**src/rtl/clk_tick_pkg.sv**
```systemverilog
// Shared clock-tick constants and helpers for the fabric timer consumers.
package clk_tick_pkg;
  localparam int unsigned CLK_HZ   = 125_000_000;
  localparam int          DIV_W    = 32;
  localparam int unsigned DIV_1MS  = CLK_HZ / 1000;
  localparam int unsigned DIV_10MS = CLK_HZ / 100;
  localparam int unsigned DIV_1S   = CLK_HZ;

  // Channel-select width; a single channel still gets one select bit.
  function automatic int ch_width(input int n);
    return (n > 1) ? $clog2(n) : 1;
  endfunction
endpackage

```
**src/rtl/clk_tick_bank_if.sv**
```systemverilog
// Divisor reload port: valid/ready request plus the error pulse back.
interface clk_tick_bank_if import clk_tick_pkg::*; #(
  parameter int NCH = 4,
  parameter int W   = DIV_W
);
  localparam int CHW = ch_width(NCH);

  logic           cfg_valid;
  logic           cfg_ready;
  logic [CHW-1:0] cfg_ch;
  logic [W-1:0]   cfg_div;
  logic           cfg_err;

  modport master (output cfg_valid, cfg_ch, cfg_div, input cfg_ready, cfg_err);
  modport slave  (input cfg_valid, cfg_ch, cfg_div, output cfg_ready, cfg_err);
endinterface

```
**src/rtl/clk_tick_chan.sv**
```systemverilog
// One divider channel: counter, active/shadow divisor and tick/wave outputs.
module clk_tick_chan import clk_tick_pkg::*; #(
  parameter int          W           = DIV_W,
  parameter int unsigned DEFAULT_DIV = DIV_1MS
) (
  input  logic         clk,
  input  logic         reset,
  input  logic         en,
  input  logic         restart,
  input  logic         ld,
  input  logic [W-1:0] ld_div,
  output logic         tick,
  output logic         wave,
  output logic         pend
);
  logic [W-1:0] cnt_q, cnt_d;
  logic [W-1:0] div_act_q, div_act_d;
  logic [W-1:0] div_shd_q, div_shd_d;
  logic         pend_q, pend_d;
  logic         tick_q, tick_d;
  logic         wave_q, wave_d;
  logic         at_wrap;

  // div_act is never 0, so cnt never runs past div_act-1.
  assign at_wrap = (cnt_q == div_act_q - W'(1));

  // Next state: restart beats wrap/enable; a pending divisor is only
  // swapped in at a period boundary (wrap, restart or while idle).
  always_comb begin
    cnt_d     = cnt_q;
    div_act_d = div_act_q;
    div_shd_d = div_shd_q;
    pend_d    = pend_q;
    tick_d    = 1'b0;
    wave_d    = wave_q;
    if (restart) begin
      cnt_d  = '0;
      wave_d = 1'b0;
      if (pend_q) begin
        div_act_d = div_shd_q;
        pend_d    = 1'b0;
      end
    end else if (en) begin
      if (at_wrap) begin
        cnt_d  = '0;
        tick_d = 1'b1;
        wave_d = ~wave_q;
        if (pend_q) begin
          div_act_d = div_shd_q;
          pend_d    = 1'b0;
        end
      end else begin
        cnt_d = cnt_q + W'(1);
      end
    end else if (pend_q) begin
      div_act_d = div_shd_q;
      pend_d    = 1'b0;
      cnt_d     = '0;
    end
    // A load only arrives when nothing is pending, so it never collides
    // with the apply above; it waits for the next boundary.
    if (ld) begin
      div_shd_d = ld_div;
      pend_d    = 1'b1;
    end
  end

  // Channel state registers.
  always_ff @(posedge clk or posedge reset) begin
    if (reset) begin
      cnt_q     <= '0;
      div_act_q <= W'(DEFAULT_DIV);
      div_shd_q <= W'(DEFAULT_DIV);
      pend_q    <= 1'b0;
      tick_q    <= 1'b0;
      wave_q    <= 1'b0;
    end else begin
      cnt_q     <= cnt_d;
      div_act_q <= div_act_d;
      div_shd_q <= div_shd_d;
      pend_q    <= pend_d;
      tick_q    <= tick_d;
      wave_q    <= wave_d;
    end
  end

  assign tick = tick_q;
  assign wave = wave_q;
  assign pend = pend_q;
endmodule

```
**src/rtl/clk_tick_bank.sv**
```systemverilog
// Bank of NCH programmable clock-enable generators with a shared reload port.
module clk_tick_bank import clk_tick_pkg::*; #(
  parameter int          NCH         = 4,
  parameter int          W           = DIV_W,
  parameter int unsigned DEFAULT_DIV = DIV_1MS
) (
  input  logic               clk,
  input  logic               reset,
  input  logic [NCH-1:0]     en,
  input  logic               sync_restart,
  clk_tick_bank_if.slave     cfg,
  output logic [NCH-1:0]     tick_out,
  output logic [NCH-1:0]     wave_out
);
  localparam int             CHW   = ch_width(NCH);
  localparam logic [CHW:0]   NCH_C = (CHW+1)'(NCH);

  logic [NCH-1:0] pend;
  logic [NCH-1:0] ld;
  logic           ch_ok;
  logic           pend_sel;
  logic           cfg_ready;
  logic           accept;
  logic           good;
  logic           cfg_err_q, cfg_err_d;

  // Config decode: ready mux on the addressed channel, per-channel load
  // strobes, and error flag for zero divisors or out-of-range channels.
  always_comb begin
    ch_ok    = ({1'b0, cfg.cfg_ch} < NCH_C);
    pend_sel = 1'b0;
    ld       = '0;
    for (int i = 0; i < NCH; i++) begin
      if (cfg.cfg_ch == CHW'(i)) pend_sel = pend[i];
    end
    cfg_ready = ch_ok ? ~pend_sel : 1'b1;
    accept    = cfg.cfg_valid & cfg_ready;
    good      = accept & ch_ok & (cfg.cfg_div != '0);
    for (int i = 0; i < NCH; i++) begin
      ld[i] = good & (cfg.cfg_ch == CHW'(i));
    end
    cfg_err_d = accept & ~good;
  end

  // Error pulse register: high for exactly one cycle per rejected request.
  always_ff @(posedge clk or posedge reset) begin
    if (reset) cfg_err_q <= 1'b0;
    else       cfg_err_q <= cfg_err_d;
  end

  assign cfg.cfg_ready = cfg_ready;
  assign cfg.cfg_err   = cfg_err_q;

  for (genvar i = 0; i < NCH; i++) begin : g_ch
    clk_tick_chan #(
      .W           (W),
      .DEFAULT_DIV (DEFAULT_DIV)
    ) u_chan (
      .clk     (clk),
      .reset   (reset),
      .en      (en[i]),
      .restart (sync_restart),
      .ld      (ld[i]),
      .ld_div  (cfg.cfg_div),
      .tick    (tick_out[i]),
      .wave    (wave_out[i]),
      .pend    (pend[i])
    );
  end
endmodule

```
**src/flat_wrapper.sv**
```systemverilog
// flat-port wrapper written by rule: the top's interface ports become plain ports
module clk_tick_bank_flat import clk_tick_pkg::*;
#(
  parameter int          NCH         = 4,
  parameter int          W           = DIV_W,
  parameter int unsigned DEFAULT_DIV = DIV_1MS
)
  (clk, reset, en, sync_restart, tick_out, wave_out, cfg_cfg_valid, cfg_cfg_ch, cfg_cfg_div, cfg_cfg_ready, cfg_cfg_err);
  clk_tick_bank_if #(.NCH(NCH), .W(W)) cfg_i ();
  input  logic clk;
  input  logic reset;
  input  logic [NCH-1:0] en;
  input  logic sync_restart;
  output logic [NCH-1:0] tick_out;
  output logic [NCH-1:0] wave_out;
  input wire logic [$bits(cfg_i.cfg_valid)-1:0] cfg_cfg_valid;
  input wire logic [$bits(cfg_i.cfg_ch)-1:0] cfg_cfg_ch;
  input wire logic [$bits(cfg_i.cfg_div)-1:0] cfg_cfg_div;
  output wire logic [$bits(cfg_i.cfg_ready)-1:0] cfg_cfg_ready;
  output wire logic [$bits(cfg_i.cfg_err)-1:0] cfg_cfg_err;
  assign cfg_i.cfg_valid = cfg_cfg_valid;
  assign cfg_i.cfg_ch = cfg_cfg_ch;
  assign cfg_i.cfg_div = cfg_cfg_div;
  assign cfg_cfg_ready = cfg_i.cfg_ready;
  assign cfg_cfg_err = cfg_i.cfg_err;
  clk_tick_bank #(.NCH(NCH), .W(W), .DEFAULT_DIV(DEFAULT_DIV)) u_core (.clk(clk), .reset(reset), .en(en), .sync_restart(sync_restart), .cfg(cfg_i), .tick_out(tick_out), .wave_out(wave_out));
endmodule
```
**config.mk**
```make
export PLATFORM = sky130hd
export DESIGN_NAME = clk_tick_bank_flat
export DESIGN_NICKNAME = d
export VERILOG_FILES = /design/src/rtl/clk_tick_pkg.sv /design/src/rtl/clk_tick_bank_if.sv /design/src/rtl/clk_tick_chan.sv /design/src/rtl/clk_tick_bank.sv /design/src/flat_wrapper.sv
export SDC_FILE = /design/constraint.sdc
export NUM_CORES = 1
export LEC_CHECK = 0
export ABC_CLOCK_PERIOD_IN_PS = 4100
export BUFFER_PORTS_ARGS = -buffer_cell sky130_fd_sc_hd__buf_2
export CAP_MARGIN = 10
export CORE_UTILIZATION = 59
export CTS_BUF_LIST = sky130_fd_sc_hd__clkbuf_2 sky130_fd_sc_hd__clkbuf_4 sky130_fd_sc_hd__clkbuf_8
export CTS_CLUSTER_DIAMETER = 40
export DETAILED_ROUTE_END_ITERATION = 8
export GPL_ROUTABILITY_DRIVEN = 0
export MAX_ROUTING_LAYER = met4
export PLACE_DENSITY = 0.81
export SYNTH_ARGS = -nofsm -noshare
export SYNTH_HDL_FRONTEND = slang
export SYNTH_HIERARCHICAL = 1
export SYNTH_SLANG_ARGS = --single-unit
```
**constraint.sdc**
```tcl
create_clock -name clk -period 4.1 [get_ports clk]
set_clock_uncertainty 0.1 [all_clocks]
set_input_delay 0.205 -clock clk [delete_from_list [all_inputs] [get_ports clk]]
set_output_delay 0.205 -clock clk [all_outputs]
set_load 0.01 [all_outputs]
```
==> results of run 1 <==
## stage by stage
step                      power (mW)  setup slack [ps]  std cells  setup TNS, ps
after floorplan                 8.47               283       1995              0
after global placement          9.31               138       2473              0
after detailed placement        9.53             -6.55       2473          -20.5
after CTS                       13.3              30.6       2628              0
after global routing            14.1             -67.8       2631          -2050
final                           13.4               103       2631              0
## routing by layer
metal  vias up  global-route usage  routed length (um)  part of all wire
met4         0               0.133                2310             0.043
met5         -                   -                   0                 0
met3       152              0.0423                3160             0.059
met2       649               0.450               25100              0.47
li1       7437                   -                   -                 -
met1      8172               0.386               23300              0.43
## cells in the mapped netlist (all sizes together), types with 7 or more instances
master,number,share of area
dfrtp,341,0.39
mux2,260,0.15
nor2,204,0.035
xor2,132,0.053
xnor2,104,0.042
nand2,94,0.017
nand3,74,0.017
inv,64,0.011
clkbuf,58,0.010
dfstp,56,0.067
nor4,56,0.018
nor3,54,0.013
nand4,52,0.015
o21ai,38,0.010
buf,34,0.013
a21oi,30,0.0069
nand2b,28,0.0080
or4,28,0.010
a2111oi,24,0.0096
a31oi,24,0.0069
or3,22,0.0063
a21o,12,0.0041
and3,12,0.0034
nor2b,12,0.0034
nor3b,12,0.0041
o31ai,12,0.0041
or2,12,0.0034
o21bai,10,0.0034
nand4b,9,0.0036
or4b,9,0.0048
a211o,8,0.0032
ha,8,0.0046
mux2i,8,0.0037
nor4b,8,0.0032
o211a,8,0.0037
o211ai,8,0.0028
o311ai,8,0.0032
and4,7,0.0028
## worst max-delay path, delay by kind of cell (launching register included)
family / cells / cell delay [ps]
compound gates: 3 / 820
buf+inv: 4 / 750
flops: 1 / 410
simple gates: 5 / 1610
xor+xnor: 1 / 160
## worst paths after layout
| path | startpoint | to | slack, ps | cells after the start |
|---|---|---|---|---|
| min reg2reg | u_core/g_ch[2].u_chan/div_shd_q[18] | u_core/g_ch[2].u_chan/div_act_q[18] | 390 | 1 |
| min | cfg_cfg_ch[1] | u_core/g_ch[2].u_chan/pend | 240 | 4 |
| max in group asynchronous | reset | u_core/g_ch[0].u_chan/div_act_q[29] | 2660 | 4 |
| min in group asynchronous | reset | u_core/g_ch[0].u_chan/div_act_q[1] | 310 | 3 |
| max reg2reg | u_core/g_ch[2].u_chan/div_act_q[11] | u_core/g_ch[2].u_chan/cnt_q[24] | 100 | 13 |
| max | u_core/g_ch[2].u_chan/div_act_q[11] | u_core/g_ch[2].u_chan/cnt_q[24] | 100 | 13 |
## placed cells by master (no fill, tap or decap), drive strengths merged, types with 22 or more instances in the layout
| cell type | instances |
|---|---|
| dfstp | 56 |
| nand3 | 74 |
| dfrtp | 341 |
| o21ai | 38 |
| or3 | 22 |
| a31oi | 24 |
| buf | 104 |
| clkbuf | 101 |
| mux2 | 260 |
| nor2 | 204 |
| inv | 64 |
| nand4 | 52 |
| xnor2 | 104 |
| nand2 | 94 |
| nor4 | 56 |
| xor2 | 132 |
| or4 | 28 |
| a21oi | 30 |
| dlygate4sd3 | 40 |
| a2111oi | 24 |
| nand2b | 28 |
| nor3 | 54 |
## repair_timing
| action | 4_1_cts | 5_1_grt |
|---|---|---|
| hold endpoints to repair | 464 | 0 |
| cloned | 0 | 2 |
| hold buffers | 40 | 0 |
| gates resized for setup | 2 | 26 |
| pin swaps | 0 | 2 |
| setup endpoints to repair | 35 | 231 |
| buffers inserted | 0 | 1 |
## where the power goes
part | switching [mW] | total, mW | internal [mW] | leakage [nW]
sequential | 1.15 | 6.02 | 4.87 | 4.94
clock | 1.62 | 3.69 | 2.06 | 0.742
combinational | 1.72 | 3.73 | 2.01 | 4.93
## state kept, by name, indices dropped and copies added, names as in the netlist
register / flops
u_core/g_ch.u_chan/tick: 4
u_core/g_ch.u_chan/cnt_q: 128
u_core/g_ch.u_chan/wave: 4
u_core/g_ch.u_chan/div_shd_q: 128
u_core/cfg.cfg_err: 1
u_core/g_ch.u_chan/div_act_q: 128
u_core/g_ch.u_chan/pend: 4
## cell families (layout without fill, tap and decap cells)
logic type	Yosys count	after routing	share of synthesized area
buffers and inverters	156	324	0.0344
AND/OR/NAND/NOR	707	707	0.174
XOR/XNOR	236	236	0.0947
flip-flops	397	397	0.458
adder cells (fa/ha/maj)	8	8	0.00459
multiplexers	269	269	0.159
AO/OA/AOI/OAI	222	222	0.0746
## layout make-up
cell class / instances / share of cell area
multi-input cells: 1442 / 0.455
well taps: 468 / 0.0238
clock buffers: 100 / 0.0511
inverters: 64 / 0.0102
flip-flops and latches: 397 / 0.406
clock inverters: 15 / 0.00544
repair buffers: 145 / 0.0480
==> results.toml, run 1 <==
[worst_setup_path]
cp_cell_sequence = "or4_1, or4_4, buf_4, nor4_2, xnor2_1, a2111oi_1, nand4_1, buf_4, o21ai_4, buf_4, o31a_1, buf_12, nor2_1"
cpPeakStageDelay_ps = 580
crit_fanout = 26
required_ps = 4510
slowest_stage = "or4_1"
worst_setup_path_end_kind = "flop"
critPathArrivalTime_ps = 4410
crit_top_cell = "buf_4"
start_kind = "flop"
critPathKind = "flop to flop"

[cells_and_area]
multi_input_area_um2 = 11200
post-route-util = 0.674
nets = 2161
seq_area_um2 = 10000
synthToLayoutAreaGrowth_pct = 12.8
n_antenna_cell = 0
final_area_um2 = 24600
fillers = 2484
drive_gt1_frac = 0.278

[worst_hold_path]
min_path_type = "input port to flop"

[yosys]
synth_flop_cell = "dfrtp_1"
async_reset_ff_frac = 1.00
synth_edf_count = 0
syn_area_um2 = 21800
synth_nets = 2045
synth_seq_cells = 397
synth_seq_area_share = 0.458
synth_cell_types = 69
yosysWarnings = 6
syn_inst = 1995
syn_area_per_cell_um2 = 10.9

[grt]
grt_start_max_net_pins = 85
overflow = 0
grt_first_pass_wirelength_um = 85500
track_usage = 0.293
antenna_found_initial = 0
grt_pass1_vias = 16000

[detailed_routing]
dr.pass1.iters = 6
wl_per_cell_um = 20.5
antenna_left = 0
viasPerCell = 6.24
vias = 16400
drt-total-wl_um = 53900
drcViolationCount = 0
drtIter0Drc = 1238

[power_and_ir_drop]
p_per_area_nw_per_um2 = 546
peakVddDrop_uv = 300
power_leakage_nw = 10.6

[die]
num_rows = 70
core-area_um2 = 36500
die_area_um2 = 37800
initial_core_util = 0.598
ios = 52
die_h_um = 194
fp.dieW_um = 194

[sta]
period_needed_ps = 4000
fmax_mhz = 250
setup-violations-final = 0
hold_viol_final = 0
report.final.slew_viol_count = 0
maxSlewHeadroom = 0.214
worst_pin_slew_ps = 1180
finalCritPeriodShare = 0.975
hold_slack_ps = 241

[clocking]
clkSinkCount = 397
clockBufferDepth = 3
numCtsBuffers = 61
cts_max_level = 2
cts_tree = "done"
clk_pin_slew_ps = 70
clk_latency_ps = 650
clockRootBuffer = "clkbuf_8"

[run_status]
outcome = "complete, no violations"

[job]
maxCapViolations = 0

[place]
dp.final_hpwl_um = 35800
portBuffers = 51
placed_cell_area_um2 = 22700
No activity file was read; power rests on OpenSTA's default activity.
==> inputs of run 2 (changes only) <==
==> constraint.sdc (replaced) <==
create_clock -name clk -period 4.1 [get_ports clk]
set_clock_uncertainty 0.1 [all_clocks]
set_input_delay 0.41 -clock clk [delete_from_list [all_inputs] [get_ports clk]]
set_output_delay 0.41 -clock clk [all_outputs]
set_load 0.01 [all_outputs]
==> run 2 against run 1 <==
Effect of this change: via count is essentially flat; count of clock-buffer cells in the layout grew 1; global-route usage shrank 0.35 points; fmax shrank 1.1%; non-clock buffer count shrank 27; worst setup slack lost 43 ps; first-iteration DRC count grew 24%; routed wire length shrank 0.84%; die area is the same; core utilization shrank 0.23 points.
==> results.toml, run 2 (synthesis gave the netlist of run 1 again) <==
[run_status]
outcome = "complete, no violations"

[cells_and_area]
n_antenna_cell = 0
post-route-util = 0.672
drive_gt1_frac = 0.293
reg_top3 = "u_core/g_ch.u_chan/cnt_q: 128 flops, u_core/g_ch.u_chan/div_act_q: 128 flops, u_core/g_ch.u_chan/div_shd_q: 128 flops"
nets = 2141
mostFrequentLayoutCells = "dfrtp_1, nor2_1, mux2_2"
fin_cells = 2611
final_area_um2 = 24500
synthToLayoutAreaGrowth_pct = 12.4
layout_commonest_cell = "dfrtp_1"

[detailed_routing]
drcViolationCount = 0
vias = 16400
antenna_left = 0
drt-total-wl_um = 53400
wl_per_cell_um = 20.5
viasPerCell = 6.29
dr.pass1.iters = 6
drtIter0Drc = 1541

[clocking]
cts_tree = "done"
cts_max_level = 3
clockBufferDepth = 3
clkSinkCount = 397
clockRootBuffer = "clkbuf_8"
clk_latency_ps = 610
clk_pin_slew_ps = 70
numCtsBuffers = 68

[worst_setup_path]
start_kind = "flop"
critPathArrivalTime_ps = 4400
critPathKind = "flop to flop"
r2r_slack_ps = 60
required_ps = 4460
crit_fanout = 32
ff2ff_path_depth = 10
timing.rr.end = "u_core/g_ch[3].u_chan/div_act_q[21]"
critical_path.startpoint = "u_core/g_ch[3].u_chan/div_act_q[12]"
worstReg2RegStart = "u_core/g_ch[3].u_chan/div_act_q[12]"
worst_setup_path_end_kind = "flop"

[job]
maxCapViolations = 0

[power_and_ir_drop]
swShare = 0.328
p_sw_mw = 4.53
clock_power_share = 0.294
p_total_mw = 13.8
peakVddDrop_uv = 316
power_leakage_nw = 10.6
power_frac_seq = 0.435
p_int_mw = 9.29
pwr-share-comb = 0.271
p_per_area_nw_per_um2 = 563

[grt]
track_usage = 0.289
grt_first_pass_wirelength_um = 84500
grt_pass1_vias = 15900
overflow = 0
antenna_found_initial = 0
grt_start_max_net_pins = 90

[die]
core-area_um2 = 36500
fp.dieW_um = 194
die_area_um2 = 37800
die_h_um = 194
num_rows = 70
initial_core_util = 0.598
ios = 52

[worst_hold_path]
hold_depth = 3
min_path_type = "input port to flop"
hp-start = "en[0]"
hold_path_end = "u_core/g_ch[0].u_chan/tick"

[sta]
finalCritPeriodShare = 0.985
fin_tns_setup_ps = 0
setup-violations-final = 0
worst_pin_slew_ps = 1130
hold_viol_final = 0
report.final.slew_viol_count = 0
period_needed_ps = 4040
fmax_mhz = 248
maxSlewHeadroom = 0.244

[place]
placed_cell_area_um2 = 22700
dp.final_hpwl_um = 35700
portBuffers = 51
dp.cells = 2481
-- run 2: cell type report --
class | instances | area (um2)
Clock buffer | 101 | 1230
Clock inverter | 21 | 310
Fill cell | 2545 | 12000
Inverter | 64 | 250
Multi-Input combinational cell | 1442 | 11300
Sequential cell | 397 | 10000
Tap cell | 468 | 586
Timing Repair Buffer | 118 | 906
-- run 2: power groups by stage --
stage / Combinational (mW) / Clock, mW / Sequential (mW)
after floorplan: 2.94 / 0 / 5.52
after global placement: 3.40 / 0 / 5.91
after detailed placement: 3.56 / 0 / 5.97
after CTS: 3.61 / 4.14 / 5.93
after global routing: 4.03 / 4.32 / 6.11
final: 3.74 / 4.06 / 6.01
-- run 2: stage by stage --
| step | hold WS, ps | setup WS (ps) |
|---|---|---|
| final | 53.1 | 60.2 |
| after global routing | 26.4 | -74.6 |
| after CTS | 3.82 | 17.2 |
| after detailed placement | 285 | 31.5 |
| after global placement | 282 | 140 |
| after floorplan | 38.7 | 283 |
-- run 2: timing repair --
action,CTS,global route
pin swaps,0,2
setup endpoints to repair,14,238
gates resized for setup,2,36
buffers inserted,0,3
endpoints found under the hold margin,71,0
hold buffers,2,0
cloned,0,3
-- run 2: worst max-delay path: stages, from the launching register on --
cell and delay, ps:
dfrtp_1 450, or4_1 570, or4_4 580, or3_1 390, nor3_1 280, o22ai_1 120, or4b_4 590, o21ai_4 180
nand2_4 70, buf_12 210, mux2_4 320
-- run 2: worst max path at each step --
stage	end	slack, ps	cells past startpoint
6_report	u_core/g_ch[3].u_chan/div_act_q[21]	60	10
2_1_floorplan	u_core/g_ch[2].u_chan/div_act_q[0]	280	11
3_3_place_gp	u_core/g_ch[2].u_chan/div_act_q[26]	140	11
3_5_place_dp	u_core/g_ch[2].u_chan/cnt_q[17]	30	13
5_1_grt	u_core/g_ch[2].u_chan/cnt_q[24]	-70	13
4_1_cts	u_core/g_ch[0].u_chan/div_act_q[19]	20	12
-- run 2: per-layer routing --
| layer | up-vias | wire (um) | global-route usage |
|---|---|---|---|
| met5 | - | 0 | - |
| met3 | 190 | 3690 | 0.0495 |
| li1 | 7395 | - | - |
| met2 | 725 | 24500 | 0.437 |
| met4 | 0 | 2200 | 0.121 |
| met1 | 8111 | 23000 | 0.388 |
